==> config.mk <==
export PLATFORM = sky130hd
export DESIGN_NAME = ks_pipelined_adder_flat
export DESIGN_NICKNAME = d
export VERILOG_FILES = /design/src/rtl/ks_pipelined_adder_pkg.sv /design/src/rtl/ks_pipelined_adder_if.sv /design/src/rtl/ks_pipelined_adder_prefix.sv /design/src/rtl/ks_pipelined_adder.sv /design/src/flat_wrapper.sv
export SDC_FILE = /design/constraint.sdc
export NUM_CORES = 1
export LEC_CHECK = 0
export ABC_AREA = 1
export CORE_MARGIN = 2
export CORE_UTILIZATION = 35
export DETAILED_ROUTE_END_ITERATION = 12
export GPL_TIMING_DRIVEN = 0
export SLEW_MARGIN = 20
export SYNTH_ARGS = -nofsm -noshare
export SYNTH_HDL_FRONTEND = slang
export SYNTH_SLANG_ARGS = --single-unit
==> constraint.sdc <==
create_clock -name clk -period 4.2 [get_ports clk]
set_input_delay 0.84 -clock clk [delete_from_list [all_inputs] [get_ports clk]]
set_output_delay 0.84 -clock clk [all_outputs]
set_load 0.05 [all_outputs]
==> src/rtl/ks_pipelined_adder_pkg.sv <==
// Shared types and helpers for the pipelined Kogge-Stone adder/subtractor.
// One prefix lane carries the raw propagate, the group generate and the group propagate.
package ks_pkg;

  localparam int KS_MIN_WIDTH = 2;

  typedef struct packed {
    logic p;
    logic g;
    logic pp;
  } ks_lane_t;

  function automatic int ks_levels(input int width);
    return $clog2(width);
  endfunction

endpackage

==> src/rtl/ks_pipelined_adder_if.sv <==
// Operand/result handshake bundle for the pipelined adder.
// The slave modport is the adder's view, the master modport is the producer/consumer's view.
interface ks_pipelined_adder_if #(
  parameter int WIDTH = 16
);

  logic             in_valid;
  logic             in_ready;
  logic [WIDTH-1:0] in_a;
  logic [WIDTH-1:0] in_b;
  logic             in_cin;
  logic             in_sub;
  logic             out_valid;
  logic             out_ready;
  logic [WIDTH-1:0] out_sum;
  logic             out_cout;
  logic             out_ovf;

  modport master (
    output in_valid, in_a, in_b, in_cin, in_sub, out_ready,
    input  in_ready, out_valid, out_sum, out_cout, out_ovf
  );

  modport slave (
    input  in_valid, in_a, in_b, in_cin, in_sub, out_ready,
    output in_ready, out_valid, out_sum, out_cout, out_ovf
  );

endinterface

==> src/rtl/ks_pipelined_adder_prefix.sv <==
// One combinational Kogge-Stone prefix level: black cells at distance DIST, buffers below it.
module ks_prefix_level
  import ks_pkg::*;
#(
  parameter int WIDTH = 16,
  parameter int DIST  = 1
) (
  input  ks_lane_t [WIDTH-1:0] lanes_in,
  output ks_lane_t [WIDTH-1:0] lanes_out
);

  always_comb begin
    lanes_out = lanes_in;
    for (int i = DIST; i < WIDTH; i++) begin
      lanes_out[i].g  = lanes_in[i].g | (lanes_in[i].pp & lanes_in[i-DIST].g);
      lanes_out[i].pp = lanes_in[i].pp & lanes_in[i-DIST].pp;
    end
  end

endmodule

==> src/rtl/ks_pipelined_adder.sv <==
// Pipelined Kogge-Stone adder/subtractor: PG stage, LEVELS prefix stages and a sum stage,
// each registered, with a collapsing valid/ready chain giving one result per cycle.
module ks_pipelined_adder
  import ks_pkg::*;
#(
  parameter int WIDTH = 16
) (
  input logic               clk,
  input logic               rst_n,
  ks_pipelined_adder_if.slave bus
);

  localparam int LEVELS = ks_levels(WIDTH);
  localparam int DEPTH  = LEVELS + 2;
  localparam int OUT    = DEPTH - 1;

  if (WIDTH < KS_MIN_WIDTH) begin : g_width_check
    $error("ks_pipelined_adder: WIDTH must be at least KS_MIN_WIDTH");
  end

  logic [DEPTH-1:0]     valid_q;
  logic [DEPTH-1:0]     load;
  logic [WIDTH-1:0]     b_eff;
  logic [WIDTH-1:0]     p0;
  logic [WIDTH-1:0]     g0;
  logic                 c0;
  ks_lane_t [WIDTH-1:0] lane0_d;
  ks_lane_t [WIDTH-1:0] stage_d [1:LEVELS];
  ks_lane_t [WIDTH-1:0] lane_q  [0:LEVELS];
  logic                 c_q     [0:LEVELS];
  logic [WIDTH-1:0]     p_fin;
  logic [WIDTH-1:0]     g_fin;
  logic [WIDTH-1:0]     sum_d;
  logic [WIDTH-1:0]     out_sum_q;
  logic                 out_cout_q;
  logic                 out_ovf_q;

  // A stage may load when any stage at or after it has a hole, or the result is being popped.
  always_comb begin
    logic gap;
    gap = bus.out_ready;
    load = '0;
    for (int s = OUT; s >= 0; s--) begin
      gap     = gap | !valid_q[s];
      load[s] = gap;
    end
  end

  assign b_eff = bus.in_b ^ {WIDTH{bus.in_sub}};
  assign c0    = bus.in_cin ^ bus.in_sub;
  assign p0    = bus.in_a ^ b_eff;
  assign g0    = bus.in_a & b_eff;

  // Carry-in is folded into bit 0 so the prefix tree needs no separate carry lane.
  always_comb begin
    for (int i = 0; i < WIDTH; i++) begin
      lane0_d[i].p  = p0[i];
      lane0_d[i].g  = g0[i];
      lane0_d[i].pp = p0[i];
    end
    lane0_d[0].g = g0[0] | (p0[0] & c0);
  end

  for (genvar k = 1; k <= LEVELS; k++) begin : g_level
    ks_prefix_level #(
      .WIDTH (WIDTH),
      .DIST  (1 << (k - 1))
    ) u_level (
      .lanes_in  (lane_q[k-1]),
      .lanes_out (stage_d[k])
    );
  end

  always_ff @(posedge clk) begin
    if (load[0] && bus.in_valid) begin
      lane_q[0] <= lane0_d;
      c_q[0]    <= c0;
    end
    for (int s = 1; s <= LEVELS; s++) begin
      if (load[s] && valid_q[s-1]) begin
        lane_q[s] <= stage_d[s];
        c_q[s]    <= c_q[s-1];
      end
    end
  end

  always_comb begin
    for (int i = 0; i < WIDTH; i++) begin
      p_fin[i] = lane_q[LEVELS][i].p;
      g_fin[i] = lane_q[LEVELS][i].g;
    end
  end

  assign sum_d = p_fin ^ {g_fin[WIDTH-2:0], c_q[LEVELS]};

  always_ff @(posedge clk or negedge rst_n) begin
    if (!rst_n) begin
      valid_q    <= '0;
      out_sum_q  <= '0;
      out_cout_q <= 1'b0;
      out_ovf_q  <= 1'b0;
    end else begin
      if (load[0]) valid_q[0] <= bus.in_valid;
      for (int s = 1; s < DEPTH; s++) begin
        if (load[s]) valid_q[s] <= valid_q[s-1];
      end
      if (load[OUT] && valid_q[OUT-1]) begin
        out_sum_q  <= sum_d;
        out_cout_q <= g_fin[WIDTH-1];
        out_ovf_q  <= g_fin[WIDTH-1] ^ g_fin[WIDTH-2];
      end
    end
  end

  assign bus.in_ready  = load[0];
  assign bus.out_valid = valid_q[OUT];
  assign bus.out_sum   = out_sum_q;
  assign bus.out_cout  = out_cout_q;
  assign bus.out_ovf   = out_ovf_q;

endmodule

==> src/flat_wrapper.sv <==
// flat-port wrapper written by rule: the top's interface ports become plain ports
module ks_pipelined_adder_flat import ks_pkg::*;
#(
  parameter int WIDTH = 16
)
  (clk, rst_n, bus_in_valid, bus_in_a, bus_in_b, bus_in_cin, bus_in_sub, bus_out_ready, bus_in_ready, bus_out_valid, bus_out_sum, bus_out_cout, bus_out_ovf);
  ks_pipelined_adder_if #(.WIDTH(WIDTH)) bus_i ();
  input logic clk;
  input logic rst_n;
  input wire logic [$bits(bus_i.in_valid)-1:0] bus_in_valid;
  input wire logic [$bits(bus_i.in_a)-1:0] bus_in_a;
  input wire logic [$bits(bus_i.in_b)-1:0] bus_in_b;
  input wire logic [$bits(bus_i.in_cin)-1:0] bus_in_cin;
  input wire logic [$bits(bus_i.in_sub)-1:0] bus_in_sub;
  input wire logic [$bits(bus_i.out_ready)-1:0] bus_out_ready;
  output wire logic [$bits(bus_i.in_ready)-1:0] bus_in_ready;
  output wire logic [$bits(bus_i.out_valid)-1:0] bus_out_valid;
  output wire logic [$bits(bus_i.out_sum)-1:0] bus_out_sum;
  output wire logic [$bits(bus_i.out_cout)-1:0] bus_out_cout;
  output wire logic [$bits(bus_i.out_ovf)-1:0] bus_out_ovf;
  assign bus_i.in_valid = bus_in_valid;
  assign bus_i.in_a = bus_in_a;
  assign bus_i.in_b = bus_in_b;
  assign bus_i.in_cin = bus_in_cin;
  assign bus_i.in_sub = bus_in_sub;
  assign bus_i.out_ready = bus_out_ready;
  assign bus_in_ready = bus_i.in_ready;
  assign bus_out_valid = bus_i.out_valid;
  assign bus_out_sum = bus_i.out_sum;
  assign bus_out_cout = bus_i.out_cout;
  assign bus_out_ovf = bus_i.out_ovf;
  ks_pipelined_adder #(.WIDTH(WIDTH)) u_core (.clk(clk), .rst_n(rst_n), .bus(bus_i));
endmodule
==> qor.csv <==
stage,metric,value,unit
run_status,status,"complete, no violations",
setup_path,reg2reg end,u_core.lane_q[0][56]$_DFFE_PP_,
setup_path,Setup crit end kind,primary output,
detailed_routing,WL/cell,11.6,µm
setup_path,Worst path max stage delay,0.73,ns
synth,Mapped Cells,515,
detailed_routing,initial DRC count,151,
setup_path,slowest library cell on the worst path,clkdlybuf4s50_1,
setup_path,Critical Path RT,3.36,ns
grt,total track usage,9.15,%
synth,"Avg Cell Area, Syn",16.0,µm²
power,VDD IR-drop max,270,µV
clock_network,post-CTS setup buffer count,0,
final_layout,FF+latch area,6580,µm²
setup_path,critical path cell sequence,clkdlybuf4s50_1 -> inv_1 -> nand3_1 -> nor2_1 -> nand4_1 -> clkdlybuf4s50_1,
clock_network,CTS buffer count,22,
floorplan,Die Wd,157,µm
final_layout,"commonest non-fill, non-tap cell in the layout",edfxtp_1,
final_layout,area growth from synthesis to layout,21.2,%
clock_network,maximum clock path buffer count,3,
clock_network,CTS tree,built,
floorplan,Rows,56,
grt,largest net degree at the start of global routing,42,
detailed_routing,DR pass1 iterations,6,
detailed_routing,ANT nets after route,0,
placed_design,PortBufs,56,
floorplan,I/O pin cnt,58,
setup_path,Reg2Reg Setup Slack,2.23,ns
final_layout,area of the multi-input gates,1340,µm²
detailed_routing,DRC Markers,0,
setup_path,Setup crit start,bus_out_ready,
placed_design,placer congestion estimate,0.762,
setup_path,most frequent CP cell,clkdlybuf4s50_1,
synth,Synth Register Bits,223,
timing,Slew @ Worst Pin,0.756,ns
synth,"FFs w/ async S/R, synth",10.8,%
timing,fin crit period,3.32,ns
floorplan,CORE AREA,23300,µm²
timing,"Slew Viols, Final",0,
synth,Ys Warns,0,
clock_network,clock sink count,223,
placed_design,cell area after placement,9250,µm²
clock_network,root buffer cell,clkbuf_16,
clock_network,latest clock arrival within the worst-skew pair,0.50,ns
floorplan,Die Ht,157,µm
power,Power Dens Cells,676,nW/µm²
grt,number of global-route vias before repair,3754,
setup_path,r2r worst-path depth,6,
final_layout,fillers,2093,
power,Pleak,0.00403,µW
grt,first-pass GRT wire length,18300,µm
synth,sequential area share after synthesis,80.0,%
final_layout,nets@finish,651,
final_layout,"commonest non-fill, non-tap cells in the layout","199 x edfxtp_1, 114 x nand2_1, 66 x inv_1",
timing,final setup fails,0,
setup_path,CP max FO,3,
final_layout,layout cells sized above 1,10.8,%
floorplan,initial core utilization,35.3,%
timing,Final Hold Viols,0,
setup_path,critical path class,primary input to primary output,
clock_network,"CTS clk-pin slew, worst paths",0.07,ns
timing,Rel. slew slack,49.5,%
grt,initial antenna violation count,0,
synth,Netlist cell types,22,
grt,GR Overflow Total,0,
synth,prevailing post-synth register cell,edfxtp_1,
detailed_routing,Vias,3667,
setup_path,R2R Path Start,u_core.valid_q[5]$_DFFE_PN0P_,
placed_design,Final HPWL DP,7810,µm
timing,tightest hold margin,0.320,ns
timing,RSZ-0062 raised after global routing,no,
synth,"EDFF count, synth",199,
timing,Clock Skew,0.00696,ns
clock_network,H-tree depth,1,
synth,synthesized area,8220,µm²
setup_path,startpoint types,primary input,
clock_network,hold buffers post-CTS,0,
min_path,Hold Crit Class,primary input to async pin,
flow_run,max cap viols,0,
final_layout,Inserted Diodes,0,
floorplan,die area,24700,µm²
setup_path,WP data arrival,2.48,ns
timing,fin crit share,79.1,%
timing,max frequency,301,MHz
synth,Mapped Nets,569,
clock_network,post_cts resized,0,
detailed_routing,drt total wl,10800,µm
detailed_routing,Via density,3.95,
final_layout,post-route cell area,9960,µm²
==> cell usage after synthesis, types with 2 or more instances <==
master / number / area (µm²)
nand3_1: 2 / 10.0
xnor2_1: 17 / 149
nand2_1: 114 / 428
xor2_1: 16 / 140
a21o_1: 24 / 180
ha_1: 16 / 200
edfxtp_1: 199 / 5980
o21ai_2: 17 / 149
inv_1: 69 / 259
dfrtp_1: 24 / 601
nor2_1: 2 / 7.51
buf_6: 5 / 56.3
==> through the flow <==
stage | cells | setup TNS, ns | total power (µW) | util (%) | setup WS [ns]
final | 929 | 0 | 6740 | 42.8 | 0.879
after detailed placement | 892 | 0 | 4890 | 39.7 | 0.863
after CTS | 929 | 0 | 6840 | 42.9 | 0.854
after floorplan | 515 | 0 | 4410 | - | 0.273
after global placement | 890 | -59.45 | 4840 | 39.5 | -0.857
after global routing | 929 | 0 | 7090 | 42.8 | 0.737
==> worst max-delay path: cells and delay by family <==
kind	cells	cell delay (ns)
buf+inv	3	1.21
simple gates	3	0.44
==> per-layer routing <==
metal,GRT usage [%],wire (µm)
met5,0,0
met4,3.55,382
met3,2.18,576
met2,14.9,4880
met1,11.9,4930
==> registers in the layout, summed over array words and instances (netlist names) <==
register             flops
u_core.bus.out_cout      1
u_core.c_q               5
u_core.bus.out_ovf       1
u_core.valid_q           6
u_core.lane_q          194
u_core.bus.out_sum      16
==> worst max-delay path by stage <==
stage                                     end  slack, ns  cells after the start
2_1_floorplan      u_core.c_q[0][1]$_DFFE_PP_       0.27                      6
3_3_place_gp   u_core.lane_q[0][50]$_DFFE_PP_      -0.86                      7
3_5_place_dp                     bus_in_ready       0.86                      6
4_1_cts                          bus_in_ready       0.85                      6
5_1_grt                          bus_in_ready       0.74                      6
6_report                         bus_in_ready       0.88                      6
==> power breakdown <==
part           leakage [µW]  switching (µW)  total, µW  internal, µW
clock              0.000346             752       1930          1180
sequential          0.00223             262       3460          3190
combinational       0.00146             861       1350           487
total               0.00403            1880       6740          4860
==> cells by family after synthesis <==
group | count (synthesis) | share of synthesized area, %
AO/OA/AOI/OAI | 44 | 4.23
XOR/XNOR | 33 | 3.52
adder cells (fa/ha/maj) | 16 | 2.44
buffers and inverters | 76 | 3.96
flip-flops | 223 | 80.0
AND/OR/NAND/NOR | 123 | 5.86
==> final cells by class <==
type                       count  share of cell area, %
buffer                         5                  0.565
clock buffer                  27                   5.93
clock inverter                10                   1.32
inverter                      71                   2.70
multi-input combinational    216                   13.4
sequential                   223                   66.0
tap                          319                   4.01
timing repair buffer          58                   6.05
(Power assumes the default switching activity.)
